### src/rtl/pe_pkg.sv
// Shared constants and number-format helpers for the radix-4 butterfly PE.
// Helpers work on a 64-bit scratch width; callers size-cast the results.
package pe_pkg;

    localparam int PE_LATENCY = 6;
    localparam int XW         = 64;

    typedef logic signed [XW-1:0] xword_t;

    typedef struct packed {
        logic          ovf;
        logic [XW-1:0] sm;
    } rs_t;

    // Sign-magnitude (w bits) to two's complement; negative zero maps to 0.
    function automatic xword_t sm2tc(input logic [XW-1:0] v, input int w);
        logic [XW-1:0] mag;
        logic          sgn;
        mag = v & ((XW'(1) << (w - 1)) - XW'(1));
        sgn = ((v >> (w - 1)) & XW'(1)) != XW'(0);
        return sgn ? -$signed(mag) : $signed(mag);
    endfunction

    function automatic logic [XW-1:0] tc2sm(input xword_t x, input int w);
        logic [XW-1:0] mag;
        mag = (x < 0) ? -x : x;
        if (mag == XW'(0)) return XW'(0);
        return (x < 0) ? (mag | (XW'(1) << (w - 1))) : mag;
    endfunction

    // Divide by 2^sh rounding half away from zero, then saturate to w-bit sign-magnitude.
    function automatic rs_t round_sat(input xword_t x, input int sh, input int w);
        rs_t           r;
        logic [XW-1:0] mag;
        logic [XW-1:0] lim;
        logic          neg;
        neg = x < 0;
        mag = neg ? -x : x;
        if (sh > 0) mag = (mag + (XW'(1) << (sh - 1))) >> sh;
        lim   = (XW'(1) << (w - 1)) - XW'(1);
        r.ovf = mag > lim;
        if (r.ovf) mag = lim;
        r.sm = tc2sm(neg ? -$signed(mag) : $signed(mag), w);
        return r;
    endfunction

endpackage

### src/rtl/pe_cmul.sv
// Pipelined twiddle rotation (3 register stages): products, sums, round/saturate.
// With bypass_n=0 the differences pass through the same rounding path unrotated.
module pe_cmul
    import pe_pkg::*;
#(
    parameter int WIDTH    = 16,
    parameter int TW_WIDTH = 16,
    parameter int SHIFT    = 14
) (
    input  logic                      i_clk,
    input  logic                      i_rst_n,
    input  logic                      i_ce,
    input  logic signed [WIDTH:0]     i_b,
    input  logic signed [WIDTH:0]     i_d,
    input  logic signed [TW_WIDTH-1:0] i_tr,
    input  logic signed [TW_WIDTH-1:0] i_ti,
    input  logic                      i_conj,
    input  logic                      i_bypass_n,
    output logic [WIDTH-1:0]          o_re,
    output logic [WIDTH-1:0]          o_im,
    output logic                      o_ovf
);

    localparam int PW = WIDTH + TW_WIDTH + 1;
    localparam int SW = PW + 1;

    logic signed [TW_WIDTH-1:0] w_ti;
    logic signed [PW-1:0]       w_pbr, w_pbi, w_pdr, w_pdi;
    logic signed [PW-1:0]       r_pbr, r_pbi, r_pdr, r_pdi;
    logic signed [WIDTH:0]      r_b3, r_d3;
    logic signed [SW-1:0]       r_sr, r_si;
    logic [WIDTH-1:0]           r_re, r_im;
    logic                       r_ovf;
    rs_t                        w_rs_r, w_rs_i;

    assign w_ti  = i_conj ? -i_ti : i_ti;
    assign w_pbr = PW'(i_b) * PW'(i_tr);
    assign w_pbi = PW'(i_b) * PW'(w_ti);
    assign w_pdr = PW'(i_d) * PW'(i_tr);
    assign w_pdi = PW'(i_d) * PW'(w_ti);

    assign w_rs_r = round_sat(XW'(r_sr), SHIFT, WIDTH);
    assign w_rs_i = round_sat(XW'(r_si), SHIFT, WIDTH);

    always_ff @(posedge i_clk or negedge i_rst_n) begin
        if (!i_rst_n) begin
            r_pbr <= '0;
            r_pbi <= '0;
            r_pdr <= '0;
            r_pdi <= '0;
            r_b3  <= '0;
            r_d3  <= '0;
            r_sr  <= '0;
            r_si  <= '0;
            r_re  <= '0;
            r_im  <= '0;
            r_ovf <= 1'b0;
        end else if (i_ce) begin
            r_pbr <= w_pbr;
            r_pbi <= w_pbi;
            r_pdr <= w_pdr;
            r_pdi <= w_pdi;
            r_b3  <= i_b;
            r_d3  <= i_d;
            // Unrotated path is pre-scaled so the shared rounder divides it back exactly.
            r_sr  <= i_bypass_n ? (SW'(r_pbr) - SW'(r_pdi)) : (SW'(r_b3) <<< SHIFT);
            r_si  <= i_bypass_n ? (SW'(r_pbi) + SW'(r_pdr)) : (SW'(r_d3) <<< SHIFT);
            r_re  <= WIDTH'(w_rs_r.sm);
            r_im  <= WIDTH'(w_rs_i.sm);
            r_ovf <= w_rs_r.ovf | w_rs_i.ovf;
        end
    end

    assign o_re  = r_re;
    assign o_im  = r_im;
    assign o_ovf = r_ovf;

endmodule

### src/rtl/pe_pipe.sv
// Radix-2x2 butterfly PE with optional twiddle rotation of the difference terms.
// Six ce-gated stages: convert, butterfly, 3x pe_cmul (a/c delay-matched), output hold.
module pe_pipe
    import pe_pkg::*;
#(
    parameter int WIDTH    = 16,
    parameter int TW_WIDTH = 16,
    parameter int SHIFT    = 14
) (
    input  logic                    i_clk,
    input  logic                    i_rst_n,
    input  logic                    i_ce,
    input  logic                    i_in_valid,
    input  logic [WIDTH-1:0]        i_in0,
    input  logic [WIDTH-1:0]        i_in1,
    input  logic [WIDTH-1:0]        i_in2,
    input  logic [WIDTH-1:0]        i_in3,
    input  logic [2*TW_WIDTH-1:0]   i_tf,
    input  logic                    i_bypass_n,
    input  logic                    i_conj,
    input  logic                    i_scale,
    output logic                    o_out_valid,
    output logic [WIDTH-1:0]        o_out0,
    output logic [WIDTH-1:0]        o_out1,
    output logic [WIDTH-1:0]        o_out2,
    output logic [WIDTH-1:0]        o_out3,
    output logic                    o_ovf
);

    logic [PE_LATENCY-1:1]      r_vld;
    logic [3:1]                 r_byp;
    logic [2:1]                 r_cnj;
    logic                       r_scl1;
    logic signed [WIDTH-1:0]    r_x0, r_x1, r_x2, r_x3;
    logic signed [TW_WIDTH-1:0] r_tr1, r_ti1, r_tr2, r_ti2;
    logic signed [WIDTH:0]      w_a, w_b, w_c, w_d;
    logic signed [WIDTH:0]      r_a2, r_b2, r_c2, r_d2, r_a3, r_c3, r_a4, r_c4;
    logic [WIDTH-1:0]           r_a5, r_c5;
    logic                       r_acovf5;
    rs_t                        w_rs_a, w_rs_c;
    logic [WIDTH-1:0]           w_re, w_im;
    logic                       w_cmul_ovf;
    logic                       r_out_valid, r_ovf;
    logic [WIDTH-1:0]           r_out0, r_out1, r_out2, r_out3;

    assign w_a = (WIDTH+1)'(r_x0) + (WIDTH+1)'(r_x1);
    assign w_b = (WIDTH+1)'(r_x0) - (WIDTH+1)'(r_x1);
    assign w_c = (WIDTH+1)'(r_x2) + (WIDTH+1)'(r_x3);
    assign w_d = (WIDTH+1)'(r_x2) - (WIDTH+1)'(r_x3);

    assign w_rs_a = round_sat(XW'(r_a4), 0, WIDTH);
    assign w_rs_c = round_sat(XW'(r_c4), 0, WIDTH);

    always_ff @(posedge i_clk or negedge i_rst_n) begin
        if (!i_rst_n) begin
            r_vld    <= '0;
            r_byp    <= '0;
            r_cnj    <= '0;
            r_scl1   <= 1'b0;
            r_x0     <= '0;
            r_x1     <= '0;
            r_x2     <= '0;
            r_x3     <= '0;
            r_tr1    <= '0;
            r_ti1    <= '0;
            r_tr2    <= '0;
            r_ti2    <= '0;
            r_a2     <= '0;
            r_b2     <= '0;
            r_c2     <= '0;
            r_d2     <= '0;
            r_a3     <= '0;
            r_c3     <= '0;
            r_a4     <= '0;
            r_c4     <= '0;
            r_a5     <= '0;
            r_c5     <= '0;
            r_acovf5 <= 1'b0;
        end else if (i_ce) begin
            r_vld    <= {r_vld[PE_LATENCY-2:1], i_in_valid};
            r_byp    <= {r_byp[2:1], i_bypass_n};
            r_cnj    <= {r_cnj[1], i_conj};
            r_scl1   <= i_scale;
            r_x0     <= WIDTH'(sm2tc(XW'(i_in0), WIDTH));
            r_x1     <= WIDTH'(sm2tc(XW'(i_in1), WIDTH));
            r_x2     <= WIDTH'(sm2tc(XW'(i_in2), WIDTH));
            r_x3     <= WIDTH'(sm2tc(XW'(i_in3), WIDTH));
            r_tr1    <= TW_WIDTH'(sm2tc(XW'(i_tf[2*TW_WIDTH-1:TW_WIDTH]), TW_WIDTH));
            r_ti1    <= TW_WIDTH'(sm2tc(XW'(i_tf[TW_WIDTH-1:0]), TW_WIDTH));
            r_tr2    <= r_tr1;
            r_ti2    <= r_ti1;
            r_a2     <= r_scl1 ? (w_a >>> 1) : w_a;
            r_b2     <= r_scl1 ? (w_b >>> 1) : w_b;
            r_c2     <= r_scl1 ? (w_c >>> 1) : w_c;
            r_d2     <= r_scl1 ? (w_d >>> 1) : w_d;
            r_a3     <= r_a2;
            r_c3     <= r_c2;
            r_a4     <= r_a3;
            r_c4     <= r_c3;
            r_a5     <= WIDTH'(w_rs_a.sm);
            r_c5     <= WIDTH'(w_rs_c.sm);
            r_acovf5 <= w_rs_a.ovf | w_rs_c.ovf;
        end
    end

    pe_cmul #(
        .WIDTH    (WIDTH),
        .TW_WIDTH (TW_WIDTH),
        .SHIFT    (SHIFT)
    ) u_cmul (
        .i_clk      (i_clk),
        .i_rst_n    (i_rst_n),
        .i_ce       (i_ce),
        .i_b        (r_b2),
        .i_d        (r_d2),
        .i_tr       (r_tr2),
        .i_ti       (r_ti2),
        .i_conj     (r_cnj[2]),
        .i_bypass_n (r_byp[3]),
        .o_re       (w_re),
        .o_im       (w_im),
        .o_ovf      (w_cmul_ovf)
    );

    // Output word only changes when a valid sample lands; otherwise it holds.
    always_ff @(posedge i_clk or negedge i_rst_n) begin
        if (!i_rst_n) begin
            r_out_valid <= 1'b0;
            r_out0      <= '0;
            r_out1      <= '0;
            r_out2      <= '0;
            r_out3      <= '0;
            r_ovf       <= 1'b0;
        end else if (i_ce) begin
            r_out_valid <= r_vld[PE_LATENCY-1];
            if (r_vld[PE_LATENCY-1]) begin
                r_out0 <= r_a5;
                r_out1 <= r_c5;
                r_out2 <= w_re;
                r_out3 <= w_im;
                r_ovf  <= r_acovf5 | w_cmul_ovf;
            end
        end
    end

    assign o_out_valid = r_out_valid;
    assign o_out0      = r_out0;
    assign o_out1      = r_out1;
    assign o_out2      = r_out2;
    assign o_out3      = r_out3;
    assign o_ovf       = r_ovf;

endmodule

### config.mk
export PLATFORM = sky130hd
export DESIGN_NAME = pe_pipe
export DESIGN_NICKNAME = d
export VERILOG_FILES = /design/src/rtl/pe_pkg.sv /design/src/rtl/pe_cmul.sv /design/src/rtl/pe_pipe.sv
export SDC_FILE = /design/constraint.sdc
export NUM_CORES = 2
export LEC_CHECK = 0
export CELL_PAD_IN_SITES_DETAIL_PLACEMENT = 1
export CELL_PAD_IN_SITES_GLOBAL_PLACEMENT = 1
export CORE_MARGIN = 8
export CORE_UTILIZATION = 33
export CTS_CLUSTER_SIZE = 28
export DETAILED_ROUTE_END_ITERATION = 10
export HOLD_SLACK_MARGIN = 0.05
export PLACE_DENSITY_LB_ADDON = 0.3
export SYNTH_ARGS = -nofsm -noshare
export SYNTH_HDL_FRONTEND = slang
export SYNTH_SLANG_ARGS = --single-unit
### constraint.sdc
create_clock -name i_clk -period 10.1 [get_ports i_clk]
set_input_delay 2.02 -clock i_clk [delete_from_list [all_inputs] [get_ports i_clk]]
set_output_delay 2.02 -clock i_clk [all_outputs]
set_load 0.005 [all_outputs]
==> results.cfg <==
[drt]
post-route-drc-count = 0
viasPerCell = 5.16
final_antenna_net_count = 0
drt_pass1_iterations = 7
wire_per_inst_microns = 21.9
vias = 60822
drtIter0Drc = 3377
routed_wl_microns = 258000

[finish]
num-nets-final = 10239
drive_above_1_share_pct = 8.74
final_common_cell = inv_1
register_area_sq_um = 16000
final_cell_mix = inv_1, fa_1, nand2_1, dfrtp_1, ha_1
syn_to_final_growth_pct = 10.4
nFillCells = 27733
multiInputGateArea_sq_um = 57000

[grt]
antenna_found_initial = 18
grt.overflow.total = 0
first_global_vias = 67336
grt_max_degree = 162
track_usage_pct = 20.0
grt_pass1_wl_microns = 405000

[logic_synthesis]
yosysUniqueCellTypes = 100
synthSimpleGateAreaFrac_pct = 15.1
syn_area_sq_um = 79500
yosysWarnings = 0
synth_xor_area_share_pct = 5.04
synth_compound_area_share_pct = 9.86
ys_ff_latch = 641
netlist_instances = 8575
synth_top_family_by_area = adder cells
synth_edf_count = 0
synth_fa_ha_area_share_pct = 35.6
seq_area_frac_synth_pct = 20.2
synth_ff_type = dfrtp_1
synthMuxAreaShare_pct = 5.90
syn_nets = 10273
synth_area_per_cell_sq_um = 9.27
async_flop_share_pct = 100

[timing]
fmax_ghz = 0.109
period_share_pct = 90.5
tns_ns = 0
finalSetupViolCount = 0
finalMaxSlewViolations = 0
post-route-min-period_ns = 9.14
tightest_slew_ns = 1.31
maxSlewHeadroom_pct = 12.7
rsz0062_at_grt = false
fin_worst_skew_ns = 0.0375
hold_viol = 0

[setup_path]
crit_required_ns = 10.69
critPathTopFamily = adder cells
crit_fanout = 13
crit_slowest_cell = o41ai_1
arrival_ns = 9.72
cpMostUsedCell = fa_1
cp_slowest_stage_delay_ns = 0.79
path_class = reg -> reg
cp-end-kind = flip-flop
crit_buf_inv = 3
worstSetupStartpointType = flip-flop

[floorplan]
die_x_microns = 507
die_area_sq_um = 257000
boundaryPins = 169
floorplan.initialDensity_pct = 33.1
num_rows = 180
fp.dieH_microns = 507
coreArea_sq_um = 240000

[place]
place_congestion = 0.865
dpl.hpwl_microns = 204000
io_buffers = 168

[cts]
postCtsHoldBufs = 0
clkTransAtPathRegs_ns = 0.06
insertion_delay_ns = 0.73
cts_tree = done
cts_root_buf = clkbuf_16
cts.path.max_buffers = 3
cts_resized = 0
ctsHtreeMaxLevel = 3
postCtsSetupBuffers = 0
cts_buffers = 82
clock_sinks = 641

[flow_run]
maxCapViolCount = 0

[outcome]
status = complete, no violations

[min_path]
worstHoldPathType = reg -> reg
[cell type report]
type / instances / share of cell area [%]
tap: 3185 / 4.54
clock buffer: 105 / 2.58
antenna: 6 / 0.0171
sequential: 641 / 18.3
clock inverter: 42 / 0.645
timing repair buffer: 301 / 3.20
multi-input combinational: 6170 / 65.0
inverter: 1345 / 5.76
[cells in the mapped netlist, types with 36 or more instances]
library cell,n,area (sq um)
mux2i_1,78,781
xnor2_1,284,2490
o21a_1,36,270
dfrtp_1,641,16000
nand2b_1,80,500
and2_1,358,2240
a21o_1,54,405
nand3_1,106,531
and3_1,54,338
ha_1,485,6070
nor2b_1,114,713
mux2_2,347,3910
xor2_1,173,1520
clkbuf_1,392,1470
a21oi_1,382,1910
nand2_1,955,3580
nor2_1,421,1580
o21ai_0,295,1480
inv_1,1344,5040
or2_2,57,357
or3_1,58,363
a31oi_1,60,375
a211oi_1,37,278
o31ai_1,49,368
fa_1,1110,22200
nor3_1,110,551
[sequential cells by signal (all words and copies together), names as in the netlist, 17 cells and up]
name          flops
u_cmul.r_pbi     33
r_a4             17
r_c3             17
u_cmul.r_pdi     33
u_cmul.r_pdr     33
u_cmul.r_d3      17
r_b2             17
u_cmul.r_b3      17
u_cmul.r_pbr     33
r_a2             17
r_d2             17
r_a3             17
u_cmul.r_sr      34
r_c2             17
u_cmul.r_si      34
r_c4             17
[final timing paths]
path	endpoint	start	cells past startpoint	slack, ns
setup / recovery	u_cmul.r_pbi[32]	r_ti2[7]	28	0.96
hold / removal	r_a2[6]	r_a2[6]	1	0.47
setup reg to reg	u_cmul.r_pbi[32]	r_ti2[7]	28	0.96
hold reg to reg	r_a2[6]	r_a2[6]	1	0.47
max in group asynchronous	u_cmul.r_pdi[8]	i_rst_n	3	6.94
min in group asynchronous	o_out2[14]	i_rst_n	1	1.28
[kinds of logic (layout without fill, tap and decap cells)]
kind of cell,after synthesis,count (layout)
AND/OR/NAND/NOR,2470,2470
buffers and inverters,1764,1793
adder cells (fa/ha/maj),1595,1595
AO/OA/AOI/OAI,1223,1223
flip-flops,641,641
XOR/XNOR,457,457
multiplexers,425,425
other,0,6
[routing by layer]
metal / vias up / GRT usage, % / share of wire (%)
met4: 4 / 4.88 / 2.7
met5: - / 0 / 0.0081
met2: 1116 / 33.4 / 47
met1: 31943 / 27.6 / 46
li1: 27455 / - / -
met3: 304 / 2.61 / 4.2
[per-stage QoR]
stage               cell area (sq um)  hold slack (ns)  util (%)  worst slack (ns)  std cells
floorplan                       79500            0.441         -              2.21       8575
global placement                84900            0.462      35.3              1.05      11642
detailed placement              84900            0.465      35.3             0.975      11642
CTS                             87700            0.479      36.5             0.922      11789
global route                    87700            0.494      36.5             0.470      11789
finish                          87700            0.472      36.5             0.964      11795
Power is not shown: default switching activity piles up to over one toggle a cycle in this logic, so the estimate is an artifact.
